**config.mk**
```make
export PLATFORM = sky130hd
export DESIGN_NAME = cobro_efectivo
export DESIGN_NICKNAME = d
export VERILOG_FILES = /design/src/rtl/cobro_efectivo.sv
export SDC_FILE = /design/constraint.sdc
export NUM_CORES = 1
export LEC_CHECK = 0
export BUFFER_PORTS_ARGS = -buffer_cell sky130_fd_sc_hd__buf_2
export CAP_MARGIN = 10
export CORE_MARGIN = 8
export CORE_UTILIZATION = 40
export CTS_CLUSTER_DIAMETER = 60
export DETAILED_ROUTE_END_ITERATION = 8
export GPL_TIMING_DRIVEN = 0
export PLACE_DENSITY_LB_ADDON = 0.08
export SYNTH_ARGS = -nofsm -noshare
export SYNTH_HDL_FRONTEND = slang
export SYNTH_SLANG_ARGS = --single-unit
```
**constraint.sdc**
```tcl
create_clock -name clk -period 4.7 [get_ports clk]
set_clock_uncertainty 0.1 [all_clocks]
set_input_delay 0.705 -clock clk [delete_from_list [all_inputs] [get_ports clk]]
set_output_delay 0.705 -clock clk [all_outputs]
set_load 0.02 [all_outputs]
```
**src/rtl/cobro_efectivo.sv**
```systemverilog
// cobro_efectivo: cash-payment stage; collects coins against a latched price, pays change, refunds on cancel.
// Ports: clk/reset (async, active-high); start, cancel, price, coin_valid, coin_code in;
//        credit, coin_rej, chg_valid, chg_code, busy, done, refunded out.
// Coin encoding 00=1, 01=5, 10=10, 11=25. Define COBRO_TIMEOUT_EN for auto-refund after TIMEOUT_CYC idle cycles.
module cobro_efectivo #(
  parameter int W = 8,
  parameter int TIMEOUT_CYC = 1000
) (
  input  logic         clk,
  input  logic         reset,
  input  logic         start,
  input  logic         cancel,
  input  logic [W-1:0] price,
  input  logic         coin_valid,
  input  logic [1:0]   coin_code,
  output logic [W-1:0] credit,
  output logic         coin_rej,
  output logic         chg_valid,
  output logic [1:0]   chg_code,
  output logic         busy,
  output logic         done,
  output logic         refunded
);
  localparam logic [2:0] S_IDLE    = 3'd0;
  localparam logic [2:0] S_COLLECT = 3'd1;
  localparam logic [2:0] S_CHANGE  = 3'd2;
  localparam logic [2:0] S_REFUND  = 3'd3;
  localparam logic [2:0] S_FIN     = 3'd4;

  logic [2:0]   r_state;
  logic [W-1:0] r_price;
  logic [W-1:0] r_rem;
  logic [W:0]   w_val;
  logic [W:0]   w_sum;
  logic         w_ovf;
  logic [W-1:0] w_cred_nx;
  logic [1:0]   w_code;
  logic [W-1:0] w_cval;
  logic         w_to;

  assign w_val = coin_code == 2'b11 ? (W+1)'(25) :
                 coin_code == 2'b10 ? (W+1)'(10) :
                 coin_code == 2'b01 ? (W+1)'(5)  : (W+1)'(1);
  // one extra bit so an overflowing coin is detected rather than wrapped
  assign w_sum     = {1'b0, credit} + (coin_valid ? w_val : '0);
  assign w_ovf     = w_sum[W];
  assign w_cred_nx = w_ovf ? credit : w_sum[W-1:0];
  // greedy change: largest coin not exceeding the remainder
  assign w_code = r_rem >= W'(25) ? 2'b11 :
                  r_rem >= W'(10) ? 2'b10 :
                  r_rem >= W'(5)  ? 2'b01 : 2'b00;
  assign w_cval = w_code == 2'b11 ? W'(25) :
                  w_code == 2'b10 ? W'(10) :
                  w_code == 2'b01 ? W'(5)  : W'(1);
  assign busy = r_state != S_IDLE;

`ifdef COBRO_TIMEOUT_EN
  localparam int TW = $clog2(TIMEOUT_CYC + 1);
  logic [TW-1:0] r_to;
  // held at zero outside COLLECT so every COLLECT entry starts a fresh count
  always_ff @(posedge clk or posedge reset)
    if (reset) r_to <= '0;
    else r_to <= (r_state != S_COLLECT || coin_valid) ? '0 : r_to + 1'b1;
  assign w_to = r_state == S_COLLECT && !coin_valid && r_to == TW'(TIMEOUT_CYC - 1);
`else
  assign w_to = 1'b0;
`endif

  always_ff @(posedge clk or posedge reset) begin
    if (reset) begin
      r_state   <= S_IDLE;
      r_price   <= '0;
      r_rem     <= '0;
      credit    <= '0;
      coin_rej  <= 1'b0;
      chg_valid <= 1'b0;
      chg_code  <= 2'b00;
      done      <= 1'b0;
      refunded  <= 1'b0;
    end else begin
      coin_rej  <= 1'b0;
      chg_valid <= 1'b0;
      chg_code  <= 2'b00;
      done      <= 1'b0;
      refunded  <= 1'b0;
      case (r_state)
        S_IDLE:
          if (start) begin
            r_state <= S_COLLECT;
            r_price <= price;
            credit  <= '0;
          end
        S_COLLECT: begin
          coin_rej <= w_ovf;
          credit   <= w_cred_nx;
          // cancel and timeout win over payment; a coin in the same cycle is refunded too
          if (cancel || w_to) begin
            r_state <= S_REFUND;
            r_rem   <= w_cred_nx;
          end else if (w_cred_nx >= r_price) begin
            r_state <= S_CHANGE;
            r_rem   <= w_cred_nx - r_price;
          end
        end
        S_CHANGE, S_REFUND:
          if (r_rem != '0) begin
            chg_valid <= 1'b1;
            chg_code  <= w_code;
            r_rem     <= r_rem - w_cval;
          end else if (r_state == S_CHANGE) begin
            done    <= 1'b1;
            r_state <= S_FIN;
          end else begin
            refunded <= 1'b1;
            credit   <= '0;
            r_state  <= S_IDLE;
          end
        S_FIN: begin
          credit  <= '0;
          r_state <= S_IDLE;
        end
        default: r_state <= S_IDLE;
      endcase
    end
  end
endmodule
```
==> impl_metrics.yaml <==
outcome:
  status: "finished clean"
finish:
  insertedDiodeCount: 0
  drive_gt1_share_pct: 18.3
  area_growth_syn_to_layout_pct: 17.2
  finalNonFillerCells: 404
  final_nets: 362
  final_core_util_pct: 47.6
die:
  start_util_pct: 40.6
  die_w_um: 95.4
  core-area_mm2: 0.00620
  die_h_um: 95.4
  dieArea_mm2: 0.00910
  rows: 29
  pin_count: 30
critical_path:
  crit_fanout: 10
  start_kind: "input pin"
  endpoint_kind: "register"
  reg2reg_slack_ns: 0.45
  critical_path_class: "input pin to register"
  endpoint: "r_rem[6]$_DFFE_PP0P_"
  r2r-end: "r_rem[6]$_DFFE_PP0P_"
  cp_slowest_stage_delay_ns: 0.45
  critPathSlowestCell: "fa_1"
  required_ns: 4.77
  cp_cell_sequence: "buf_2 -> and2_1 -> and2_1 -> fa_1 -> a211o_1 -> a21oi_2 -> nor2_1 -> mux2i_1 -> ha_1 -> fa_1 -> nor2b_4 -> o31ai_4 -> a21oi_2 -> o41ai_4 -> buf_4 -> inv_4 -> a31oi_1 -> o211ai_1"
  startpoint: "coin_valid"
  timing.rr.start: "credit[0]$_DFFE_PP0P_"
  crit_arrival_ns: 4.57
  rr_worst_depth: 16
placed_design:
  place_congestion: 0.842
  post-place-ws_ns: -0.378
  hpwl_um: 5050
  port_buffers: 29
  placed_cells: 393
synthesis:
  synth_area_mm2: 0.00252
  ys_warn_count: 0
  synth_top_area_share_pct: 32.8
  synth_edf_count: 0
  ys_seq_area_share_pct: 32.8
  syn_nets: 322
  ys_seq_elements: 33
  synth_area_leaders: "dfrtp_1 33%, ha_1 8.9%, o21ai_0 5.6%"
  syn_area_per_cell_um2: 8.82
  synth_top_cells_by_count: "33 x dfrtp_1, 28 x o21ai_0, 24 x nand2_1"
  yosysUniqueCellTypes: 56
  synthCells: 286
  async_flop_share_pct: 100
  yosys_most_used_dff: "dfrtp_1"
  synth_most_common_cell: "dfrtp_1"
  yosysTopAreaCell: "dfrtp_1"
clocking:
  cts.clk_slew.worst_paths_ns: 0.07
  clock-sinks: 33
  clock-root-buffer: "clkbuf_8"
  clockBufferDepth: 2
  worstSkewPairLatency_ns: 0.30
  cts_max_level: 2
  cts_buffers: 5
  cts_tree: "yes"
detailed_routing:
  drcViolationCount: 0
  drt_iter0_markers: 93
  vias_per_cell: 5.56
  num_vias: 2248
  first_pass_iters: 4
  drt_wl_total_um: 6660
  ant_nets: 0
  post_drt_wl_per_cell_um: 16.5
run:
  max_cap_violations: 0
timing:
  fin_crit_ns: 4.50
  drv_slew: 0
  setup_viol: 0
  max_freq_mhz: 222
  slew_headroom_pct: 55.5
  fin_ws_ns: 0.202
  worst_hold_slack_ns: 0.330
  finalCritPeriodShare_pct: 95.7
  worstMarginPinSlew_ns: 0.665
  finalHoldViolCount: 0
grt:
  grt_start_max_net_pins: 23
  grt_pass1_wl_um: 10700
  antenna_found_initial: 0
  grt-ovfl-total: 0
  grt_pass1_vias: 2133
  grt_usage_pct: 15.3
pwr:
  leakage_uw: 0.00135
  power_uw: 2390
  ir_drop_mv: 0.264
  powerDensity_mw_per_mm2: 810
hold_path:
  hold_path_class: "input pin to async pin"
[metrics by stage]
step,instance area (um^2),setup TNS [ns]
2_1_floorplan,2520,0
5_1_grt,2960,-0.0260
4_1_cts,2920,0
3_3_place_gp,2760,-2.39
3_5_place_dp,2790,-2.49
6_report,2960,0
[worst min path at each step]
stage                                start                      to  slack (ns)  cells past startpoint
global route                         reset      coin_rej$_DFF_PP0_        0.39                      2
CTS                                  reset      coin_rej$_DFF_PP0_        0.35                      2
finish                               reset     chg_valid$_DFF_PP0_        0.33                      2
floorplan           r_price[0]$_DFFE_PP0P_  r_price[0]$_DFFE_PP0P_        0.39                      1
global placement    r_price[0]$_DFFE_PP0P_  r_price[0]$_DFFE_PP0P_        0.40                      1
detailed placement  r_price[0]$_DFFE_PP0P_  r_price[0]$_DFFE_PP0P_        0.41                      1
[cells by family after synthesis]
family | count (synthesis) | synth area share (%)
AOI/OAI and AO/OA | 97 | 26.9
xor gates and xnor gates | 7 | 2.43
adders and majority gates | 21 | 11.3
buffers and inverters | 29 | 4.52
DFF | 33 | 32.8
muxes | 6 | 2.48
and+or+nand+nor | 93 | 19.6
[cells in the final DEF, fill, tap and decap left out, types with 3 or more instances in the layout]
cell	synthesis	final
dfrtp_1	33	33
buf_2	2	31
o21ai_0	28	27
nand2_1	24	24
inv_1	21	21
ha_1	18	18
nor2_1	17	17
a21oi_1	16	16
nor3_1	8	8
and2_1	7	7
xnor2_1	6	6
o21a_1	6	6
a22o_1	6	6
nand3_1	5	5
a21boi_0	5	5
nor2b_1	5	5
o211ai_1	5	5
a31oi_1	5	5
clkbuf_8	0	5
a21o_1	4	4
clkbuf_1	4	4
nor4_1	4	4
nor3b_1	4	4
mux2i_1	4	3
a2bb2oi_1	3	3
and3_1	3	3
or3_1	3	3
fa_1	3	3
buf_4	0	3
[repair_timing]
action,in CTS,in global routing
endpoints found under the hold margin,0,0
gates cloned,0,0
setup endpoints to repair,3,8
gates resized for setup,0,3
pin swaps,1,1
hold buffers,0,0
buffers inserted,0,3
[critical path: cells and delay by family]
kind | cells | cell delay [ns]
AOI/OAI and AO/OA | 7 | 1.52
and+or+nand+nor | 4 | 0.61
buffers and inverters | 3 | 0.39
muxes | 1 | 0.37
adders and majority gates | 3 | 0.96
[area by class of cell]
cell class,count,area (um^2)
buffer,7,28.8
clock buffer,5,68.8
clock inverter,3,65.1
fill,623,3250
inverter,22,85.1
multi-input combinational,224,1590
sequential,33,826
tap,77,96.3
timing repair buffer,33,195
[report_power, final]
group	internal (uW)	switching, uW
logic	665	890
registers	405	107
clock network	211	117
[metal layers]
layer  global-route usage, %  vias up  part of all wire, %
li1                        -     1121                    -
met2                    23.8       45                   45
met1                    21.0     1075                   49
met3                    2.68        7                  4.7
met5                       0        -                    0
met4                    4.74        0                  1.3
[registers in the layout (all words and copies together), names as in the netlist, 2 cells and up]
name / flops
r_state: 3
credit: 8
r_price: 8
chg_code: 2
r_rem: 8
Note: power is estimated with default switching activity, not from simulation.
